===== config.mk =====
export PLATFORM = sky130hd
export DESIGN_NAME = mux4_scan_ctrl_flat
export DESIGN_NICKNAME = d
export VERILOG_FILES = /design/src/rtl/mux4_scan_ctrl_pkg.sv /design/src/rtl/mux4_scan_ctrl_if.sv /design/src/rtl/mux4_dwell_counter.sv /design/src/rtl/mux4_scan_ctrl.sv /design/src/flat_wrapper.sv
export SDC_FILE = /design/constraint.sdc
export NUM_CORES = 1
export LEC_CHECK = 0
export ABC_AREA = 1
export BUFFER_PORTS_ARGS = -buffer_cell sky130_fd_sc_hd__buf_2
export CORE_UTILIZATION = 48
export DETAILED_ROUTE_END_ITERATION = 16
export MAX_ROUTING_LAYER = met4
export PLACE_DENSITY = 0.66
export SLEW_MARGIN = 30
export SYNTH_ARGS = -nofsm -noshare
export SYNTH_HDL_FRONTEND = slang
export SYNTH_SLANG_ARGS = --single-unit

===== constraint.sdc =====
create_clock -name clk -period 2.5 [get_ports clk]
set_input_delay 0.125 -clock clk [delete_from_list [all_inputs] [get_ports clk]]
set_output_delay 0.125 -clock clk [all_outputs]
set_load 0.03 [all_outputs]

===== src/rtl/mux4_scan_ctrl_pkg.sv =====
// Shared definitions for the 4-channel mux scan controller: state encoding,
// channel constants and the next-enabled-channel search.
package mux4_scan_ctrl_pkg;

  localparam int unsigned CH_W   = 2;
  localparam int          NUM_CH = 4;

  typedef enum logic [1:0] {
    StIdle = 2'd0,
    StScan = 2'd1,
    StDone = 2'd2
  } state_e;

  localparam logic [CH_W-1:0] CH_A = 2'd0;
  localparam logic [CH_W-1:0] CH_B = 2'd1;
  localparam logic [CH_W-1:0] CH_C = 2'd2;
  localparam logic [CH_W-1:0] CH_D = 2'd3;

  typedef struct packed {
    logic            found;
    logic [CH_W-1:0] ch;
  } next_ch_t;

  // Lowest set bit of mask strictly above cur; found=0 when none exists.
  function automatic next_ch_t next_set_bit(input logic [NUM_CH-1:0] mask,
                                            input logic [CH_W-1:0]   cur);
    next_ch_t r;
    r.found = 1'b0;
    r.ch    = cur;
    // Descending walk so the lowest qualifying bit is the one left in r.
    for (int i = NUM_CH - 1; i >= 0; i--) begin
      if (i > int'(cur) && mask[i]) begin
        r.found = 1'b1;
        r.ch    = CH_W'(i);
      end
    end
    return r;
  endfunction

  // Lowest set bit of mask; CH_A when mask is empty (caller guards that case).
  function automatic logic [CH_W-1:0] lowest_set_bit(input logic [NUM_CH-1:0] mask);
    next_ch_t r;
    if (mask[0]) begin
      return CH_A;
    end
    r = next_set_bit(mask, CH_A);
    return r.ch;
  endfunction

endpackage


===== src/rtl/mux4_scan_ctrl_if.sv =====
// Bus between the scan controller and its surroundings: scan control in,
// mux select out, sampled mux output back in, frame readout out.
interface mux4_scan_ctrl_if;
  logic       en;
  logic [3:0] mask;
  logic       y;
  logic       sel1;
  logic       sel2;
  logic [3:0] frame;
  logic       frame_valid;
  logic       busy;

  modport master (
    output en, mask, y,
    input  sel1, sel2, frame, frame_valid, busy
  );

  modport slave (
    input  en, mask, y,
    output sel1, sel2, frame, frame_valid, busy
  );
endinterface


===== src/rtl/mux4_dwell_counter.sv =====
// Down-counter timing how long a channel stays selected; zero_o marks the
// edge on which the channel's dwell ends.
module mux4_dwell_counter #(
  parameter int unsigned CNT_W = 8
) (
  input  logic             clk,
  input  logic             rst,
  input  logic             load_i,
  input  logic [CNT_W-1:0] load_val_i,
  input  logic             dec_i,
  output logic             zero_o
);

  logic [CNT_W-1:0] cnt_q, cnt_d;

  // Load has priority over decrement.
  always_comb begin
    cnt_d = cnt_q;
    if (load_i) begin
      cnt_d = load_val_i;
    end else if (dec_i) begin
      cnt_d = cnt_q - 1'b1;
    end
  end

  // Count register.
  always_ff @(posedge clk or posedge rst) begin
    if (rst) begin
      cnt_q <= '0;
    end else begin
      cnt_q <= cnt_d;
    end
  end

  assign zero_o = (cnt_q == '0);

endmodule


===== src/rtl/mux4_scan_ctrl.sv =====
// Scan controller: walks the mux select through enabled channels in
// ascending order, samples y at the end of each dwell and publishes the
// collected 4-bit frame with a one-cycle valid pulse.
module mux4_scan_ctrl
  import mux4_scan_ctrl_pkg::*;
#(
  parameter int unsigned DWELL = 4,
  parameter int unsigned CNT_W = 8
) (
  input  logic clk,
  input  logic rst,
  mux4_scan_ctrl_if.slave bus
);

  localparam logic [CNT_W-1:0] DwellLoad = CNT_W'(DWELL - 1);

  state_e          state_q, state_d;
  logic [CH_W-1:0] ch_q, ch_d;
  logic [3:0]      mask_q, mask_d;
  logic [3:0]      shadow_q, shadow_d;
  logic [3:0]      frame_q, frame_d;
  logic            valid_q, valid_d;

  logic            cnt_load;
  logic            cnt_dec;
  logic            cnt_zero;
  logic [3:0]      sampled;
  next_ch_t        nxt;
  logic [CH_W-1:0] first_ch;

  assign nxt      = next_set_bit(mask_q, ch_q);
  assign first_ch = lowest_set_bit(bus.mask);

  mux4_dwell_counter #(
    .CNT_W (CNT_W)
  ) u_dwell (
    .clk        (clk),
    .rst        (rst),
    .load_i     (cnt_load),
    .load_val_i (DwellLoad),
    .dec_i      (cnt_dec),
    .zero_o     (cnt_zero)
  );

  // Next-state: frame start, per-channel dwell and frame completion.
  always_comb begin
    state_d  = state_q;
    ch_d     = ch_q;
    mask_d   = mask_q;
    shadow_d = shadow_q;
    frame_d  = frame_q;
    valid_d  = 1'b0;
    cnt_load = 1'b0;
    cnt_dec  = 1'b0;

    // Shadow as it would be with the current channel's sample folded in.
    sampled       = shadow_q;
    sampled[ch_q] = bus.y;

    unique case (state_q)
      StIdle, StDone: begin
        if (bus.en && (bus.mask != '0)) begin
          mask_d   = bus.mask;
          ch_d     = first_ch;
          cnt_load = 1'b1;
          state_d  = StScan;
        end else begin
          ch_d    = CH_A;
          state_d = StIdle;
        end
      end
      StScan: begin
        if (!cnt_zero) begin
          cnt_dec = 1'b1;
        end else begin
          shadow_d = sampled;
          if (nxt.found) begin
            ch_d     = nxt.ch;
            cnt_load = 1'b1;
          end else begin
            // Skipped channels may hold stale shadow bits; mask them out.
            frame_d = sampled & mask_q;
            valid_d = 1'b1;
            state_d = StDone;
          end
        end
      end
      default: begin
        ch_d    = CH_A;
        state_d = StIdle;
      end
    endcase
  end

  // State and datapath registers.
  always_ff @(posedge clk or posedge rst) begin
    if (rst) begin
      state_q  <= StIdle;
      ch_q     <= CH_A;
      mask_q   <= '0;
      shadow_q <= '0;
      frame_q  <= '0;
      valid_q  <= 1'b0;
    end else begin
      state_q  <= state_d;
      ch_q     <= ch_d;
      mask_q   <= mask_d;
      shadow_q <= shadow_d;
      frame_q  <= frame_d;
      valid_q  <= valid_d;
    end
  end

  assign bus.sel1        = ch_q[1];
  assign bus.sel2        = ch_q[0];
  assign bus.frame       = frame_q;
  assign bus.frame_valid = valid_q;
  assign bus.busy        = (state_q != StIdle);

endmodule


===== src/flat_wrapper.sv =====
// flat-port wrapper written by rule: the top's interface ports become plain ports
module mux4_scan_ctrl_flat import mux4_scan_ctrl_pkg::*;
#(
  parameter int unsigned DWELL = 4,
  parameter int unsigned CNT_W = 8
)
  (clk, rst, bus_en, bus_mask, bus_y, bus_sel1, bus_sel2, bus_frame, bus_frame_valid, bus_busy);
  mux4_scan_ctrl_if bus_i ();
  input  logic clk;
  input  logic rst;
  input wire logic [$bits(bus_i.en)-1:0] bus_en;
  input wire logic [$bits(bus_i.mask)-1:0] bus_mask;
  input wire logic [$bits(bus_i.y)-1:0] bus_y;
  output wire logic [$bits(bus_i.sel1)-1:0] bus_sel1;
  output wire logic [$bits(bus_i.sel2)-1:0] bus_sel2;
  output wire logic [$bits(bus_i.frame)-1:0] bus_frame;
  output wire logic [$bits(bus_i.frame_valid)-1:0] bus_frame_valid;
  output wire logic [$bits(bus_i.busy)-1:0] bus_busy;
  assign bus_i.en = bus_en;
  assign bus_i.mask = bus_mask;
  assign bus_i.y = bus_y;
  assign bus_sel1 = bus_i.sel1;
  assign bus_sel2 = bus_i.sel2;
  assign bus_frame = bus_i.frame;
  assign bus_frame_valid = bus_i.frame_valid;
  assign bus_busy = bus_i.busy;
  mux4_scan_ctrl #(.DWELL(DWELL), .CNT_W(CNT_W)) u_core (.clk(clk), .rst(rst), .bus(bus_i));
endmodule

Word-level counts from Yosys, hierarchy flattened
Index checks and enable logic that the tools add are counted.
{ "op_classes": {"addsub": 1, "order_cmp": 5, "n_eq_ne": 6, "mux": 31, "bitwise": 2, "n_reduce_logical": 16} }
{ "ops": {"columns": ["cell", "n"], "rows": [
  ["2-bit two-way mux", 10],
  ["8-bit two-way mux", 2],
  ["1-bit two-way mux", 11],
  ["3-bit two-way mux", 3],
  ["8-bit zero test", 1],
  ["2-bit case mux with 2 select lines", 2],
  ["8-bit by 1-bit subtractor with 8-bit output (second input constant)", 1],
  ["2-bit AND reduction", 3],
  ["3-bit AND reduction", 2],
  ["1-bit logical AND", 5],
  ["4-bit AND", 1],
  ["4-bit bitwise mux", 1],
  ["2-bit greater-than comparator (first input constant)", 2],
  ["2-bit by 1-bit != test with 1-bit output (second input constant)", 2],
  ["4-bit by 1-bit != test with 1-bit output (second input constant)", 1],
  ["2-bit nonzero test", 2],
  ["4-bit nonzero test", 1],
  ["2-bit by 3-bit less-than comparator with 1-bit output (second input constant)", 1],
  ["1-bit demux with 2-bit select", 1],
  ["2-bit by 1-bit equality test with 1-bit output (second input constant)", 1],
  ["2-bit equality test (second input constant)", 1],
  ["2-bit by 1-bit greater-or-equal comparator with 1-bit output (second input constant)", 1],
  ["1-bit by 2-bit greater-than comparator with 1-bit output (first input constant)", 1],
  ["2-bit zero test", 1],
  ["4 further kinds", 4]
]} }
{ "word_totals": {"regBits": 25, "inputBits": 8, "out_inout_bits": 8, "wordCells": 68} }

Depth between registers and ports, before layout
Gate-level depths: netlist (run 1).
{ "depth": {"ltp_word": 9, "mapped_depth": 9, "ltp_nobuf": 9} }

Cells and area by module
Synthesis (run 1) repeated with hierarchy kept, for this count alone.
{ "unflattened": {"cells_unflattened": 182, "hier_area_um2": 1411.4} }
{ "modules_own_cells": {"columns": ["mod", "n_inst", "cells_per_inst", "area_each_um2", "seq_area_each_um2"], "rows": [
  ["mux4_scan_ctrl", 1, 112, 877.1, 425.4],
  ["mux4_dwell_counter", 1, 70, 534.3, 200.2]
]} }

Worst setup path before layout (run 1)
No wires, ideal clock.
{ "synth_path": {"path_kind": "register to register", "from": "reg u_core.u_dwell.cnt_q[0]", "to": "reg u_core.u_dwell.cnt_q[2]", "setup_time_ns": 0.121, "t_arrival_ns": 1.341, "required_time_ns": 2.379, "path_slack_ns": 1.037, "stages_incl_launch_ff": 9, "n_path_buf": 1, "period_less_slack_ns": 1.463, "cell_sequence": "dfrtp_1 -> inv_1 -> ha_1 -> nand2_1 -> nor2_1 -> nand3_2 -> buf_6 -> o21ai_2 -> nor2_1"} }
{ "synth_via": {"elab_chain_len": 4, "elab_cells_between_ends": 9, "cone_classes": "1 x add/sub; 6 x mux; 2 x reduce/logical"} }
{ "synth_rtl": {"columns": ["item", "line", "source"], "rows": [
  ["start: declaration", "mux4_dwell_counter.sv:14", "logic [CNT_W-1:0] cnt_q, cnt_d;"],
  ["start signal: assignment", "mux4_dwell_counter.sv:31", "cnt_q <= cnt_d;"],
  ["branches (longest 4 deep; another with 8-bit by 1-bit subtractor with 8-bit output)", null, null]
]} }
Parallel ways; which one is timed is not known. The select of a mux whose other input is x is not followed.
A chain may end at the register's enable or synchronous reset.

Final worst setup path (run 1)
{ "layout_path": {"from": "reg u_core.u_dwell.cnt_q[0]", "to": "reg u_core.u_dwell.cnt_q[5]"} }
Same word-level chain as after synthesis.

==> results.yml, run 1 <==
outcome:
  status: "complete, no violations"
power_and_ir_drop:
  power.density_nw_per_um2: 1260
  p_leak_nw: 0.842
  p_total_w: 0.00192
  pwr-share-clk_pct: 9.6
  swShare_pct: 49.8
  peakVddDrop_v: 0.000699
  p_comb_share_pct: 54.2
  power_switching_w: 0.000959
  seq_power_share_pct: 36.2
  p_int_w: 0.000965
layout:
  final_util_pct: 55.4
  area_delta_synth_final_pct: 9.89
  n_antenna_cell: 0
  drive_gt1_share_pct: 19.5
  layout_commonest_cell: "nand2_1"
  multi_input_area_um2: 661
  fin_nets: 206
  stdcell_area_um2: 1530
  regArea_um2: 626
  final_cells: 226
  fillerInstances: 262
  most-common-layout-cells: "nand2_1, dfrtp_1, inv_1"
synthesis:
  syn_area_um2: 1390
  ys_warn_count: 0
  yosysSeqAreaShare_pct: 45.0
  yosys_register_bits: 25
  syn_nets: 187
  ys_types: 26
  synth_cells: 177
  avgSynthCellArea_um2: 7.86
drt:
  wirelength_um: 2710
  first_pass_iters: 4
  postRouteAntennaNets: 0
  post-route-drc-count: 0
  drtIter0Drc: 22
  wl_per_cell_um: 12.0
  via_per_inst: 5.12
  vias: 1158
min_path:
  hold-path-cell-count: 3
  min_from: "bus_mask[2]"
  hold_path_class: "in2reg"
clocking:
  clockBufferDepth: 2
  cts_setup_buffers: 0
  clock_sinks: 25
  cts_made_buffers: 3
  clk-insertion-delay-late_ns: 0.32
  clk_pin_slew_ns: 0.14
  cts_max_level: 1
  cts_root_buffer: "clkbuf_4"
  cts_tree: "yes"
  cts_hold_buffers: 0
  cts_resized: 0
sta:
  hold_viol_final: 0
  post-route-period-util_pct: 70.2
  fmax_mhz: 570
  finalMaxSlewViolations: 0
  setup_violations: 0
  worst_pin_slew_ns: 0.515
  skew_ns: 0.00182
  grt_setup_unrepaired: "no"
  tns_ns: 0
  relSlewSlack_pct: 65.6
  min_period_ns: 1.75
die:
  start_util_pct: 50.5
  num_io_pins: 16
  num_rows: 19
  die-area_um2: 3120
  die_h_um: 55.8
  die_w_um: 55.8
  core_um2: 2760
global_route:
  grt_usage_pct: 19.5
  grt_start_max_net_pins: 26
  grt_pass1_vias: 1156
  antenna_found_initial: 0
  grt_pass1_wl_um: 4760
  overflow: 0
place:
  port_buffers: 15
  routabilityCongestion: 0.816
  post-dp-hpwl_um: 2140
  dp.cells: 221
  placed_cell_area_um2: 1490
worst_setup_path:
  arrival_ns: 1.98
  start_kind: "flip-flop"
  r2r-start: "u_core.u_dwell.cnt_q[0]$_DFFE_PP0P_"
  crit_required_ns: 2.73
  cp_max_fo: 12
  endpoint_kind: "flip-flop"
  startpoint: "u_core.u_dwell.cnt_q[0]$_DFFE_PP0P_"
  r2r_cells: 9
  worstSetupPathType: "reg2reg"
job:
  drv_cap: 0
per-layer routing:
layer	share of wire, %	routed length [um]	global-route usage, %	up-vias
li1	-	-	-	602
met1	44	1200	21.3	535
met2	52	1420	36.8	14
met3	1.6	43	2.09	7
met4	2.0	53	6.27	0
met5	0	0	-	-
registers in the layout, summed over array words and instances, names as in the netlist:
register and flops:
u_core.shadow_q 4, u_core.bus.frame_valid 1, u_core.ch_q 2, u_core.mask_q 4
u_core.bus.frame 4, u_core.u_dwell.cnt_q 8, u_core.state_q 2
power groups by stage:
stage	Clock, W	Sequential (W)	Combinational (W)
6_report	0.000185	0.000696	0.00104
5_1_grt	0.000203	0.000717	0.00118
4_1_cts	0.000192	0.000699	0.00105
3_5_place_dp	0	0.000708	0.00105
3_3_place_gp	0	0.000702	0.00103
2_1_floorplan	0	0.000732	0.000802
synth_stat cells:
cell / n / area, um2
nand3_1: 15 / 75.1
nand4_1: 4 / 25.0
ha_1: 2 / 25.0
nor2_1: 15 / 56.3
xor2_1: 3 / 26.3
nand2_2: 1 / 6.26
o21ai_2: 2 / 17.5
buf_6: 1 / 11.3
o211ai_1: 1 / 7.51
o31ai_1: 1 / 7.51
o21ai_0: 8 / 40.0
o21ai_1: 8 / 40.0
inv_4: 1 / 6.26
a21oi_2: 1 / 8.76
nor2_4: 3 / 33.8
a21oi_1: 3 / 15.0
inv_2: 4 / 15.0
nand2_1: 52 / 195
inv_1: 18 / 67.6
or2_2: 1 / 6.26
a31oi_1: 2 / 12.5
dfrtp_1: 25 / 626
nor2_2: 2 / 12.5
nand3_2: 1 / 10.0
nor2_8: 2 / 40.0
buf_2: 1 / 5.00
kinds of logic after synthesis:
kind of cell,synth area share (%)
buffers and inverters,7.55
AO/OA/AOI/OAI,10.7
XOR/XNOR,1.89
AND/OR/NAND/NOR,33.1
adder cells (fa/ha/maj),1.80
flip-flops,45.0
worst paths after layout:
check,endpoint,slack [ns]
max,u_core.u_dwell.cnt_q[5]$_DFFE_PP0P_,0.75
min,u_core.mask_q[2]$_DFFE_PP0N_,0.02
max reg2reg,u_core.u_dwell.cnt_q[5]$_DFFE_PP0P_,0.75
min reg2reg,u_core.bus.frame[1]$_DFFE_PP0P_,0.50
max in group asynchronous,u_core.state_q[1]$_DFFE_PP0P_,1.79
min in group asynchronous,u_core.bus.frame[0]$_DFFE_PP0P_,0.36
stage by stage:
step	hold slack [ns]	setup WS (ns)
after floorplan	0.152	1.04
after global placement	0.352	0.828
after CTS	0.0151	0.740
after detailed placement	0.361	0.757
after global routing	0.0383	0.592
final	0.0206	0.745
cell type report:
| cell class | count | share of cell area (%) |
|---|---|---|
| Clock buffer | 3 | 1.47 |
| Clock inverter | 1 | 0.491 |
| Inverter | 23 | 5.81 |
| Multi-Input combinational cell | 127 | 43.2 |
| Sequential cell | 25 | 40.9 |
| Tap cell | 31 | 2.54 |
| Timing Repair Buffer | 16 | 5.56 |
worst max-delay path: stages (launching register included):
cell	delay [ns]
dfrtp_1	0.40
inv_1	0.15
ha_1	0.20
nand2_1	0.06
nor2_1	0.11
nand3_2	0.30
nor2_2	0.24
nor2_4	0.07
nand3_1	0.07
nand2_1	0.05
(Power assumes the default switching activity.)
==> run 2: changes to the inputs <==
--- a/config.mk
+++ b/config.mk
@@ -5,7 +5,7 @@
 export SDC_FILE = /design/constraint.sdc
 export NUM_CORES = 1
 export LEC_CHECK = 0
-export ABC_AREA = 1
+export ABC_AREA = 0
 export BUFFER_PORTS_ARGS = -buffer_cell sky130_fd_sc_hd__buf_2
 export CORE_UTILIZATION = 48
 export DETAILED_ROUTE_END_ITERATION = 16
==> constraint.sdc (replaced) <==
create_clock -name clk -period 1.8 [get_ports clk]
set_input_delay 0.09 -clock clk [delete_from_list [all_inputs] [get_ports clk]]
set_output_delay 0.09 -clock clk [all_outputs]
set_load 0.03 [all_outputs]
==> results.yml, run 2 <==
outcome:
  status: "finished with violations"
  violations: "negative setup slack"
layout:
  layout_commonest_cell: "buf_4"
  drive_gt1_share_pct: 40.1
  n_antenna_cell: 0
  fin_nets: 183
  most-common-layout-cells: "buf_4, dfrtp_1, buf_2"
  fillerInstances: 210
  largest_register_ffs: 8
  multi_input_area_um2: 697
  top_register: "u_core.u_dwell.cnt_q"
  regArea_um2: 626
  area_delta_synth_final_pct: 27.6
min_path:
  hold_path_class: "in2reg"
die:
  die-area_um2: 3020
  start_util_pct: 52.5
  core_um2: 2570
  num_io_pins: 16
  die_h_um: 55.0
  die_w_um: 55.0
  num_rows: 18
global_route:
  grt_usage_pct: 21.7
  grt_start_max_net_pins: 26
  grt_pass1_vias: 999
  antenna_found_initial: 0
  grt_pass1_wl_um: 4420
  overflow: 0
sta:
  fmax_mhz: 478
  relSlewSlack_pct: 68.0
  setup_violations: 20
  skew_ns: 0.00241
  grt_setup_unrepaired: "yes"
  holdWs_ns: 0.0483
  tns_ns: -4.44
  post-route-period-util_pct: 116
  finalMaxSlewViolations: 0
  min_period_ns: 2.09
  worst_pin_slew_ns: 0.476
  setup_ws_ns: -0.290
  hold_viol_final: 0
clocking:
  cts_made_buffers: 3
  cts_max_level: 1
  clk-insertion-delay-late_ns: 0.31
  cts_tree: "yes"
  clockBufferDepth: 2
  clock_sinks: 25
  cts_root_buffer: "clkbuf_4"
  clk_pin_slew_ns: 0.13
worst_setup_path:
  endpoint_kind: "flip-flop"
  cp_max_fo: 6
  crit_required_ns: 2.01
  arrival_ns: 2.30
  worstSetupPathType: "reg2reg"
  cpMaxStageDelayCell: "or4_4"
  cpMostUsedCell: "or4_4"
  start_kind: "flip-flop"
  max_stage_delay_ns: 0.54
  crit_chain: "or4_4 > or4_4 > nand3b_4 > mux2_4"
synthesis:
  ys.flop_type: "dfrtp_1"
  avgSynthCellArea_um2: 10.5
  yosysTopAreaCellShare_pct: 46.4
  syn_area_um2: 1350
  ys_types: 35
  synth_area_leaders: "dfrtp_1, mux2_4, mux2i_1"
  post-synth-top-count-cell: "dfrtp_1"
  ys_async_sr_fraction_pct: 100
  synth_edf_count: 0
  ys_warn_count: 0
  syn_nets: 138
  synth_cells: 128
  yosys_register_bits: 25
  synth_common_cells: "dfrtp_1, inv_1, nor2_1, nor2b_1, o21ai_0"
  synth_largest_area_cell: "dfrtp_1"
  yosysSeqAreaShare_pct: 46.4
place:
  dpl_worst_slack_ns: -0.296
  routabilityCongestion: 0.835
  post-dp-hpwl_um: 2130
  port_buffers: 15
power_and_ir_drop:
  p_comb_share_pct: 59.9
  seq_power_share_pct: 31.9
  p_leak_nw: 0.833
  swShare_pct: 40.2
  p_int_w: 0.00177
  power.density_nw_per_um2: 1720
  pwr-share-clk_pct: 8.2
  power_switching_w: 0.00119
  peakVddDrop_v: 0.00103
drt:
  vias: 1120
  via_per_inst: 5.54
  first_pass_iters: 6
  wirelength_um: 2880
  post-route-drc-count: 0
  drtIter0Drc: 27
  wl_per_cell_um: 14.2
  postRouteAntennaNets: 0
job:
  drv_cap: 0
[run 2: worst max-delay path, delay by kind of cell (launching register included)]
kind             cells  cell delay, ns
AND/OR/NAND/NOR      3            1.26
flip-flops           1            0.40
multiplexers         1            0.33
[run 2: per-stage QoR]
step / utilization (%) / cells / power (W) / instance area [um2]
finish: 67.0 / 202 / 0.00296 / 1720
global route: 67.0 / 202 / 0.00319 / 1720
CTS: 66.7 / 201 / 0.00297 / 1710
detailed placement: 62.9 / 193 / 0.00263 / 1610
global placement: 62.9 / 193 / 0.00257 / 1610
floorplan: - / 128 / 0.00201 / 1350
[run 2: area by class of cell]
class	count	area share, %
inverter	8	1.75
sequential	25	36.4
timing repair buffer	44	17.6
clock buffer	4	1.53
tap	30	2.18
multi-input combinational	91	40.5
[run 2: final timing paths]
check                                                    start                             endpoint  slack, ns  cells after the start
setup / recovery           u_core.u_dwell.cnt_q[5]$_DFFE_PP0P_      u_core.bus.frame[1]$_DFFE_PP0P_      -0.29                      4
hold / removal                                     bus_mask[3]         u_core.mask_q[3]$_DFFE_PP0N_       0.05                      2
setup reg to reg           u_core.u_dwell.cnt_q[5]$_DFFE_PP0P_      u_core.bus.frame[1]$_DFFE_PP0P_      -0.29                      4
hold reg to reg                 u_core.shadow_q[3]$_DFFE_PP0P_       u_core.shadow_q[3]$_DFFE_PP0P_       0.51                      2
max in group asynchronous                                  rst  u_core.u_dwell.cnt_q[4]$_DFFE_PP0P_       1.21                      4
min in group asynchronous                                  rst        u_core.state_q[1]$_DFFE_PP0P_       0.35                      4
[run 2: power groups by stage]
stage | clock network [W] | registers, W | logic (W)
6_report | 0.000243 | 0.000945 | 0.00178
5_1_grt | 0.000271 | 0.000978 | 0.00194
4_1_cts | 0.000254 | 0.000946 | 0.00177
3_5_place_dp | 0 | 0.000956 | 0.00168
3_3_place_gp | 0 | 0.000947 | 0.00163
2_1_floorplan | 0 | 0.00109 | 0.000923
[run 2: cells by family after synthesis]
group | synth area share [%]
compound gates | 13.2
buf+inv | 4.18
mux | 10.7
fa+ha+maj | 1.86
flops | 46.4
simple gates | 21.7
xor+xnor | 1.95
[run 2: what timing repair did]
item,in CTS,in global routing
hold buffers,1,0
setup endpoints to repair,21,21
gates cloned,1,0
hold endpoints to repair,25,0
resized for setup,14,1
setup buffers,2,1
pin swaps,1,0
[run 2: metal layers]
metal / vias up / track usage (%) / share of wire, %
met5: - / - / 0
met4: 0 / 7.50 / 0.80
met2: 32 / 33.5 / 47
met1: 532 / 29.5 / 49
li1: 552 / - / -
met3: 4 / 2.46 / 3.4
